===== src/rtl/rotary_multi_ctl.sv =====
// rtl/rotary_multi_ctl.sv - multi-channel quadrature encoder controller with Avalon-MM registers
//
// Ports:
//   clk_clk, reset_reset_n  clock, synchronous active-low reset
//   rotary_in               raw encoder pins; channel i uses bit 2i = A, bit 2i+1 = B
//   rotary_cw, rotary_ccw   one-cycle detent pulses, one bit per channel
//   avs_*                   register slave, read data valid the cycle after avs_read
//   irq                     level interrupt, OR of sticky flags enabled in the mask
module rotary_multi_ctl #(
  parameter int NUM_CH     = 2,
  parameter int DEBOUNCE   = 1000,
  parameter int DETENT_DIV = 4,
  parameter int COUNT_W    = 16,
  parameter int SATURATE   = 0
) (
  input  logic                clk_clk,
  input  logic                reset_reset_n,
  input  logic [2*NUM_CH-1:0] rotary_in,
  output logic [NUM_CH-1:0]   rotary_cw,
  output logic [NUM_CH-1:0]   rotary_ccw,
  input  logic [3:0]          avs_address,
  input  logic                avs_read,
  output logic [31:0]         avs_readdata,
  input  logic                avs_write,
  input  logic [31:0]         avs_writedata,
  output logic                irq
);

  localparam int DB_W = $clog2(DEBOUNCE + 1);
  localparam logic [DB_W-1:0] DB_MAX = DB_W'(DEBOUNCE);
  localparam logic signed [3:0] DET = 4'(DETENT_DIV);
  localparam logic [3:0] STAT_ADDR = 4'(NUM_CH);
  localparam logic [3:0] MASK_ADDR = 4'(NUM_CH + 1);
  localparam logic signed [COUNT_W-1:0] POS_MAX = {1'b0, {(COUNT_W-1){1'b1}}};
  localparam logic signed [COUNT_W-1:0] POS_MIN = {1'b1, {(COUNT_W-1){1'b0}}};

  logic [2*NUM_CH-1:0] sync1_q, sync1_d, sync2_q, sync2_d, prev_q, prev_d;
  logic [2*NUM_CH-1:0] deb_q, deb_d, deb_prev_q, deb_prev_d;
  logic [NUM_CH-1:0]   init_q, init_d;
  logic [DB_W-1:0]     db_cnt_q [NUM_CH];
  logic [DB_W-1:0]     db_cnt_d [NUM_CH];
  logic signed [3:0]   acc_q [NUM_CH];
  logic signed [3:0]   acc_d [NUM_CH];
  logic signed [COUNT_W-1:0] pos_q [NUM_CH];
  logic signed [COUNT_W-1:0] pos_d [NUM_CH];
  logic [NUM_CH-1:0]   cw_q, cw_d, ccw_q, ccw_d;
  logic [NUM_CH-1:0]   cw_st_q, cw_st_d, ccw_st_q, ccw_st_d, err_st_q, err_st_d;
  logic [NUM_CH-1:0]   cw_msk_q, cw_msk_d, ccw_msk_q, ccw_msk_d, err_msk_q, err_msk_d;
  logic                irq_q, irq_d;
  logic [31:0]         rdata_q, rdata_d;
  logic                unused_wdata;

  // Only the low bits of each byte lane and the preset width are meaningful.
  assign unused_wdata = ^avs_writedata;

  // Position of an {A,B} pair in the clockwise Gray sequence 00,01,11,10.
  function automatic logic [1:0] gray_idx(input logic [1:0] ab);
    case (ab)
      2'b00:   gray_idx = 2'd0;
      2'b01:   gray_idx = 2'd1;
      2'b11:   gray_idx = 2'd2;
      default: gray_idx = 2'd3;
    endcase
  endfunction

  always_comb begin
    logic [DB_W-1:0]   stable;
    logic [1:0]        pair_new, ab_new, ab_old, delta;
    logic signed [3:0] step, acc_n;
    logic [NUM_CH-1:0] err_set;
    logic              st_clr;

    sync1_d    = rotary_in;
    sync2_d    = sync1_q;
    prev_d     = sync2_q;
    deb_d      = deb_q;
    deb_prev_d = deb_prev_q;
    init_d     = init_q;
    db_cnt_d   = db_cnt_q;
    acc_d      = acc_q;
    pos_d      = pos_q;
    cw_d       = '0;
    ccw_d      = '0;
    err_set    = '0;
    stable     = '0;
    pair_new   = '0;
    ab_new     = '0;
    ab_old     = '0;
    delta      = '0;
    step       = '0;
    acc_n      = '0;

    for (int ch = 0; ch < NUM_CH; ch++) begin
      // Stable count includes the current cycle, so DEBOUNCE=1 accepts immediately.
      pair_new = sync2_q[2*ch +: 2];
      if (pair_new != prev_q[2*ch +: 2])
        stable = DB_W'(1);
      else if (db_cnt_q[ch] == DB_MAX)
        stable = DB_MAX;
      else
        stable = db_cnt_q[ch] + DB_W'(1);
      db_cnt_d[ch] = stable;

      step   = '0;
      ab_new = {deb_q[2*ch], deb_q[2*ch+1]};
      ab_old = {deb_prev_q[2*ch], deb_prev_q[2*ch+1]};
      delta  = gray_idx(ab_new) - gray_idx(ab_old);

      if (init_q[ch]) begin
        // Until the pins first settle, track them with no decoding so an encoder
        // resting in any position at power-up produces no step.
        deb_d[2*ch +: 2]      = pair_new;
        deb_prev_d[2*ch +: 2] = pair_new;
        if (stable == DB_MAX) init_d[ch] = 1'b0;
      end else begin
        if (stable == DB_MAX && pair_new != deb_q[2*ch +: 2])
          deb_d[2*ch +: 2] = pair_new;
        // Decoding the previous debounced change gives the extra cycle of latency.
        deb_prev_d[2*ch +: 2] = deb_q[2*ch +: 2];
        case (delta)
          2'd1:    step = 4'sd1;
          2'd3:    step = -4'sd1;
          2'd2:    err_set[ch] = 1'b1;
          default: step = '0;
        endcase
      end

      acc_n = acc_q[ch] + step;
      if (step != 4'sd0) begin
        if (acc_n == DET) begin
          cw_d[ch]  = 1'b1;
          acc_d[ch] = '0;
          if (!(SATURATE != 0 && pos_q[ch] == POS_MAX))
            pos_d[ch] = pos_q[ch] + COUNT_W'(1);
        end else if (acc_n == -DET) begin
          ccw_d[ch] = 1'b1;
          acc_d[ch] = '0;
          if (!(SATURATE != 0 && pos_q[ch] == POS_MIN))
            pos_d[ch] = pos_q[ch] - COUNT_W'(1);
        end else begin
          acc_d[ch] = acc_n;
        end
      end

      // A preset overrides the count but the event pulse above still fires.
      if (avs_write && avs_address == 4'(ch)) begin
        pos_d[ch] = avs_writedata[COUNT_W-1:0];
        acc_d[ch] = '0;
      end
    end

    // Write-1-to-clear, with a same-cycle set taking priority.
    st_clr    = avs_write && (avs_address == STAT_ADDR);
    cw_st_d   = cw_st_q;
    ccw_st_d  = ccw_st_q;
    err_st_d  = err_st_q;
    cw_msk_d  = cw_msk_q;
    ccw_msk_d = ccw_msk_q;
    err_msk_d = err_msk_q;
    for (int ch = 0; ch < NUM_CH; ch++) begin
      cw_st_d[ch]  = (cw_st_q[ch]  & ~(st_clr & avs_writedata[ch]))      | cw_d[ch];
      ccw_st_d[ch] = (ccw_st_q[ch] & ~(st_clr & avs_writedata[8 + ch]))  | ccw_d[ch];
      err_st_d[ch] = (err_st_q[ch] & ~(st_clr & avs_writedata[16 + ch])) | err_set[ch];
      if (avs_write && avs_address == MASK_ADDR) begin
        cw_msk_d[ch]  = avs_writedata[ch];
        ccw_msk_d[ch] = avs_writedata[8 + ch];
        err_msk_d[ch] = avs_writedata[16 + ch];
      end
    end

    irq_d = |((cw_st_q & cw_msk_q) | (ccw_st_q & ccw_msk_q) | (err_st_q & err_msk_q));

    rdata_d = '0;
    if (avs_read) begin
      for (int ch = 0; ch < NUM_CH; ch++) begin
        if (avs_address == 4'(ch)) rdata_d = 32'(pos_q[ch]);
        if (avs_address == STAT_ADDR) begin
          rdata_d[ch]      = cw_st_q[ch];
          rdata_d[8 + ch]  = ccw_st_q[ch];
          rdata_d[16 + ch] = err_st_q[ch];
        end
        if (avs_address == MASK_ADDR) begin
          rdata_d[ch]      = cw_msk_q[ch];
          rdata_d[8 + ch]  = ccw_msk_q[ch];
          rdata_d[16 + ch] = err_msk_q[ch];
        end
      end
    end
  end

  always_ff @(posedge clk_clk) begin
    if (!reset_reset_n) begin
      sync1_q    <= '0;
      sync2_q    <= '0;
      prev_q     <= '0;
      deb_q      <= '0;
      deb_prev_q <= '0;
      init_q     <= '1;
      cw_q       <= '0;
      ccw_q      <= '0;
      cw_st_q    <= '0;
      ccw_st_q   <= '0;
      err_st_q   <= '0;
      cw_msk_q   <= '0;
      ccw_msk_q  <= '0;
      err_msk_q  <= '0;
      irq_q      <= 1'b0;
      rdata_q    <= '0;
      for (int ch = 0; ch < NUM_CH; ch++) begin
        db_cnt_q[ch] <= '0;
        acc_q[ch]    <= '0;
        pos_q[ch]    <= '0;
      end
    end else begin
      sync1_q    <= sync1_d;
      sync2_q    <= sync2_d;
      prev_q     <= prev_d;
      deb_q      <= deb_d;
      deb_prev_q <= deb_prev_d;
      init_q     <= init_d;
      cw_q       <= cw_d;
      ccw_q      <= ccw_d;
      cw_st_q    <= cw_st_d;
      ccw_st_q   <= ccw_st_d;
      err_st_q   <= err_st_d;
      cw_msk_q   <= cw_msk_d;
      ccw_msk_q  <= ccw_msk_d;
      err_msk_q  <= err_msk_d;
      irq_q      <= irq_d;
      rdata_q    <= rdata_d;
      db_cnt_q   <= db_cnt_d;
      acc_q      <= acc_d;
      pos_q      <= pos_d;
    end
  end

  assign rotary_cw    = cw_q;
  assign rotary_ccw   = ccw_q;
  assign avs_readdata = rdata_q;
  assign irq          = irq_q;

endmodule


===== config.mk =====
export PLATFORM = sky130hd
export DESIGN_NAME = rotary_multi_ctl
export DESIGN_NICKNAME = d
export VERILOG_FILES = /design/src/rtl/rotary_multi_ctl.sv
export SDC_FILE = /design/constraint.sdc
export NUM_CORES = 1
export LEC_CHECK = 0
export CORE_UTILIZATION = 60
export CTS_BUF_LIST = sky130_fd_sc_hd__clkbuf_2
export DETAILED_ROUTE_END_ITERATION = 6
export PLACE_DENSITY = 0.86
export SLEW_MARGIN = 25
export SYNTH_ARGS = -nofsm -noshare
export SYNTH_HDL_FRONTEND = slang
export SYNTH_SLANG_ARGS = --single-unit
export TNS_END_PERCENT = 100

===== constraint.sdc =====
create_clock -name clk_clk -period 10 [get_ports clk_clk]
set_input_delay 2 -clock clk_clk [delete_from_list [all_inputs] [get_ports clk_clk]]
set_output_delay 2 -clock clk_clk [all_outputs]
set_load 0.02 [all_outputs]

==> results of run 1 <==
## through the flow
| step | power, mW | setup slack (ps) | cell area [um^2] | instances |
|---|---|---|---|---|
| 2_1_floorplan | 0.564 | 5010 | 6850 | 799 |
| 3_3_place_gp | 0.596 | 4620 | 7520 | 966 |
| 3_5_place_dp | 0.600 | 4430 | 7520 | 966 |
| 4_1_cts | 0.921 | 4360 | 7770 | 998 |
| 5_1_grt | 0.954 | 4070 | 7770 | 998 |
| 6_report | 0.919 | 4370 | 7770 | 998 |
## metal layers
metal / wire, um / up-vias / part of all wire / GRT usage
li1: - / 2945 / - / -
met1: 7170 / 2920 / 0.41 / 0.360
met2: 8610 / 230 / 0.49 / 0.546
met3: 1080 / 52 / 0.062 / 0.0622
met4: 604 / 0 / 0.035 / 0.158
met5: 0 / - / 0 / 0
## cells in the final DEF, fill, tap and decap left out, drive strengths merged, types with 11 or more instances in the layout
| cell type | count |
|---|---|
| dfxtp | 117 |
| nor2 | 99 |
| nand2 | 74 |
| clkdlybuf4s50 | 66 |
| ha | 50 |
| a21oi | 41 |
| inv | 38 |
| o21ai | 31 |
| xnor2 | 29 |
| nand3 | 22 |
| mux2i | 19 |
| a22oi | 18 |
| clkbuf | 17 |
| a21o | 15 |
| a211oi | 15 |
| nor3 | 14 |
| xor2 | 12 |
| and2 | 12 |
| a31oi | 11 |
## power breakdown
| group | switching [mW] | internal [mW] |
|---|---|---|
| registers | 0.00801 | 0.474 |
| logic | 0.0613 | 0.0493 |
| clock network | 0.189 | 0.137 |
| total | 0.258 | 0.661 |
## final timing paths
kind / depth (start not counted) / endpoint / slack, ps
setup reg to reg: 20 / pos_q[14] / 4370
hold reg to reg: 1 / prev_d[3] / 470
setup / recovery: 20 / pos_q[14] / 4370
hold / removal: 1 / prev_d[3] / 470
## cell type report
| type | count | area [um^2] |
|---|---|---|
| Multi-Input combinational cell | 599 | 4150 |
| Fill cell | 872 | 3220 |
| Sequential cell | 117 | 2340 |
| Timing Repair Buffer | 73 | 713 |
| Tap cell | 140 | 175 |
| Clock inverter | 15 | 161 |
| Inverter | 37 | 139 |
| Clock buffer | 17 | 85.1 |
## cells by family after synthesis
group | Yosys count
buf+inv | 83
fa+ha+maj | 54
flops | 117
xor+xnor | 43
mux | 26
simple gates | 287
compound gates | 189
## sequential cells by signal, summed over array words and instances, names as in the netlist, 4 cells and up
signal,flops
deb_prev_q,4
acc_q,8
pos_q,32
sync1_q,4
avs_readdata,18
prev_d,4
db_cnt_q,20
deb_q,4
prev_q,4
## critical path, stage by stage, from the launching register on
cell and delay (ps):
dfxtp_1 440, inv_1 60, ha_1 270, ha_1 190, xnor3_1 430, nor3_1 300
ha_1 340, and3_4 200, or3_4 380, a2111oi_4 390, nor2_2 100, nand2_2 310
inv_2 120, fa_1 390, nor2b_1 190, o21bai_1 120, a21o_1 200, a311oi_1 460
o31ai_1 150, mux2_2 290, a211oi_1 220
## synth_stat cells, types with 14 or more instances
| library cell | n | share of area |
|---|---|---|
| dfxtp_1 | 117 | 0.34 |
| nor2_1 | 97 | 0.053 |
| nand2_1 | 72 | 0.039 |
| ha_1 | 50 | 0.091 |
| a21oi_1 | 41 | 0.030 |
| inv_1 | 34 | 0.019 |
| o21ai_0 | 31 | 0.023 |
| xnor2_1 | 28 | 0.036 |
| nand3_1 | 22 | 0.016 |
| clkbuf_1 | 21 | 0.012 |
| mux2i_1 | 19 | 0.028 |
| a22oi_1 | 18 | 0.020 |
| a21o_1 | 15 | 0.016 |
| a211oi_1 | 14 | 0.015 |
| buf_4 | 14 | 0.015 |
| nor3_1 | 14 | 0.010 |
==> impl_metrics.json, run 1 <==
{
  "status": "finished clean",
  "antenna_found_initial": 0,
  "synth_mux_area_frac": 0.0459,
  "vias": 6147,
  "irDropWorstVdd_mv": 0.110,
  "initial_core_util": 0.623,
  "layout.nets": 943,
  "clock-sinks": 117,
  "timing.rr.start": "deb_q[3]",
  "synth.distinct_cells": 72,
  "startpoint": "deb_q[3]",
  "synth_compound_area_frac": 0.193,
  "max_freq_mhz": 178,
  "synth_area_um2": 6850,
  "drive_above_1_share": 0.0758,
  "holdWs_ps": 465,
  "dr.pass1.iters": 5,
  "cts_tree": "done",
  "post-route-period-util": 0.563,
  "io_pins": 81,
  "synth_fa_ha_area_frac": 0.103,
  "final_util": 0.707,
  "critical_path_class": "flop to flop",
  "synth-simple-area-share": 0.202,
  "fin_tns_setup_ps": 0,
  "setup.worst_path.end_class": "flop",
  "path_max_fanout": 16,
  "clockBufferDepth": 2,
  "hold_viol_final": 0,
  "wl_per_cell_um": 17.5,
  "dp_hpwl_mm": 12.4,
  "gr-total-overflow": 0,
  "synthArstFlopShare": 0,
  "core.rowCount": 38,
  "syn_avg_cell_area_um2": 8.57,
  "setup-violations-final": 0,
  "drv_slew": 0,
  "powerDensity_nw_per_um2": 118,
  "hold_path_class": "flop to flop",
  "start_kind": "flop",
  "arrival_ps": 6280,
  "cap_viol_max_count": 0,
  "place.gp.congestion": 0.910,
  "period_minus_slack_ps": 5630,
  "worst_ep_required_time_ps": 10650,
  "track_usage": 0.312,
  "synth_top_family_by_area": "simple AND/OR/NAND/NOR gates",
  "synth-seq-cells": 117,
  "grt_pass1_wl_mm": 28.3,
  "cts_resized": 0,
  "synth-xor-area-share": 0.0601,
  "wirelength_mm": 17.5,
  "cts-buffers-inserted": 17,
  "cts_setup_buffers": 0,
  "fp.dieW_um": 109,
  "synth_edf_count": 0,
  "clkLatencyLatePin_ps": 740,
  "synthFlopType": "dfxtp_1",
  "synthCells": 799,
  "die_y_um": 109,
  "drc": 0,
  "clk_pin_slew_ps": 180,
  "hold_path_startpoint": "sync1_q[3]",
  "io_buffers": 66,
  "rsz0062_at_grt": "no",
  "grt_max_degree": 44,
  "area_delta_synth_final_pct": 13.4,
  "diodes": 0,
  "via_per_inst": 6.16,
  "grt_pass1_vias": 5914,
  "syn-num-nets": 897,
  "core_um2": 11000,
  "ant_nets": 0,
  "hold_buffers": 0,
  "synth_seq_area_share": 0.342,
  "die_area_um2": 11800,
  "cts_root_buffer": "clkbuf_2",
  "worst_pin_slew_ps": 944,
  "drt_iter0_markers": 410,
  "p_leak_nw": 3.12,
  "skew_ps": 31.6,
  "cts_max_level": 4,
  "slew_headroom": 0.367,
  "ys_warn_count": 0
}
(Power assumes the default switching activity.)
==> run 2: changes to the inputs <==
CORE_UTILIZATION = 53   (was 60)
PLACE_DENSITY = 0.8   (was 0.86)
clock period = 4.7 ns   (was 10 ns; I/O delays follow)
==> run 2 against run 1 <==
Critical path depth is 1 higher; wire length is 1.5% lower; fmax rose by 21%; power grew 110%; core utilization down 2.9 points; worst setup slack lost 4300 ps; cell count up 8.2%; first-iteration DRC count decreased by 2.4%; sequential power is 110% higher; design area is 10% higher.
==> impl_metrics.json, run 2 (synthesis gave the netlist of run 1 again) <==
{
  "layout.nets": 993,
  "clockBufferDepth": 2,
  "max_freq_mhz": 214,
  "diodes": 0,
  "wl_per_cell_um": 15.9,
  "setup_slack_ps": 31.0,
  "core_um2": 12600,
  "status": "finished clean",
  "fin_cells": 1080,
  "cts-buffers-inserted": 17,
  "critical_path_class": "flop to flop",
  "drt_iter0_markers": 400,
  "timing.rr.end": "pos_q[14]",
  "start_kind": "flop",
  "dp_hpwl_mm": 11.9,
  "track_usage": 0.264,
  "drc": 0,
  "startpoint": "deb_prev_q[3]",
  "rrSetupSlack_ps": 30,
  "gr-total-overflow": 0,
  "vias": 6252,
  "hold_viol_final": 0,
  "worst_pin_slew_ps": 895,
  "timing.rr.start": "deb_prev_q[3]",
  "setup-violations-final": 0,
  "mostFrequentLayoutCells": "dfxtp_1, nor2_1, nand2_1",
  "fp.dieW_um": 116,
  "die_area_um2": 13400,
  "cts_root_buffer": "clkbuf_2",
  "drv_slew": 0,
  "setup.worst_path.end_class": "flop",
  "place_inst": 1030,
  "powerDensity_nw_per_um2": 229,
  "cts_tree": "done",
  "fillers": 1019,
  "via_per_inst": 5.79,
  "grt_max_degree": 43,
  "irDropWorstVdd_mv": 0.152,
  "grt_pass1_wl_mm": 27.3,
  "slew_headroom": 0.402,
  "rsz0062_at_grt": "yes",
  "area_delta_synth_final_pct": 24.9,
  "antenna_found_initial": 0,
  "place.gp.congestion": 0.883,
  "die_y_um": 116,
  "largest-register": "pos_q",
  "fin_tns_setup_ps": 0,
  "io_buffers": 66,
  "skew_ps": 26.7,
  "wirelength_mm": 17.2,
  "layout_commonest_cell": "dfxtp_1",
  "p_leak_nw": 3.39,
  "core.rowCount": 41,
  "period_minus_slack_ps": 4670,
  "cts_max_level": 4,
  "hold_buffers": 0,
  "clock-sinks": 117,
  "endpoint": "pos_q[14]",
  "cap_viol_max_count": 0,
  "post-route-period-util": 0.993,
  "path_max_fanout": 7,
  "ant_nets": 0,
  "worst_ep_required_time_ps": 5330,
  "drive_above_1_share": 0.195,
  "largest_reg_flops": 32,
  "place_ws_ps": -102,
  "final_util": 0.678,
  "total_power_mw": 1.96,
  "dr.pass1.iters": 6,
  "arrival_ps": 5300,
  "hold_path_class": "flop to flop",
  "initial_core_util": 0.543,
  "io_pins": 81,
  "clk_pin_slew_ps": 190,
  "clkLatencyLatePin_ps": 700,
  "worst-r2r-cell-count": 21,
  "grt_pass1_vias": 5691
}
-- run 2: cell types whose count changed in the layout (fill, tap and decap cells not counted), sizes merged --
| cell | before | now |
|---|---|---|
| clkinvlp | 1 | 2 |
| inv | 38 | 37 |
| buf | 7 | 57 |
| clkinv | 10 | 9 |
| bufinv | 3 | 2 |
| clkbuf | 17 | 19 |
-- run 2: worst min path at each step --
stage | cells after the start | start | slack [ps] | to
after floorplan | 1 | sync1_q[0] | 410 | prev_d[0]
after global placement | 1 | sync1_q[3] | 420 | prev_d[3]
after detailed placement | 1 | sync1_q[3] | 420 | prev_d[3]
after CTS | 1 | sync1_q[0] | 460 | prev_d[0]
after global routing | 1 | sync1_q[0] | 480 | prev_d[0]
final | 1 | sync1_q[0] | 460 | prev_d[0]
-- run 2: layer usage --
metal | GRT usage | routed length [um] | share of wire
met5 | 0 | 0 | 0
met4 | 0.102 | 501 | 0.029
met3 | 0.0622 | 955 | 0.055
met2 | 0.440 | 8270 | 0.48
met1 | 0.330 | 7480 | 0.43
-- run 2: cell type report --
cell class,instances,area (um^2),area share
tap,172,215,0.0252
inverter,37,144,0.0168
timing repair buffer,123,1100,0.128
clock buffer,19,95.1,0.0111
sequential,117,2350,0.275
multi-input combinational,599,4520,0.529
clock inverter,13,134,0.0156
-- run 2: metrics by stage --
| stage | hold WS (ps) | instance area, um^2 |
|---|---|---|
| CTS | 463 | 8200 |
| detailed placement | 424 | 7890 |
| finish | 460 | 8560 |
| global route | 478 | 8560 |
| global placement | 418 | 7890 |
| floorplan | 412 | 6950 |
-- run 2: worst max-delay path: stages (launching register included) --
cell	delay (ps)
dfxtp_2	400
inv_2	50
ha_4	260
inv_4	30
ha_4	140
xnor3_2	250
nor3_4	220
ha_4	250
a21o_1	160
or3_4	390
a2111oi_4	390
nor2_2	110
nand2_4	160
inv_4	50
fa_2	360
nor2b_2	130
o21bai_1	90
a21o_1	220
a311oi_2	330
o31ai_2	120
mux2_4	310
a211oi_2	160
-- run 2: timing repair --
action,4_1_cts,5_1_grt
buffers inserted,6,13
resized for setup,9,59
pin swaps,13,42
setup endpoints to repair,6,16
-- run 2: power by group --
part / switching [mW] / internal, mW / total [mW]
Sequential: 0.0176 / 1.01 / 1.03
Combinational: 0.145 / 0.137 / 0.282
Clock: 0.404 / 0.246 / 0.650
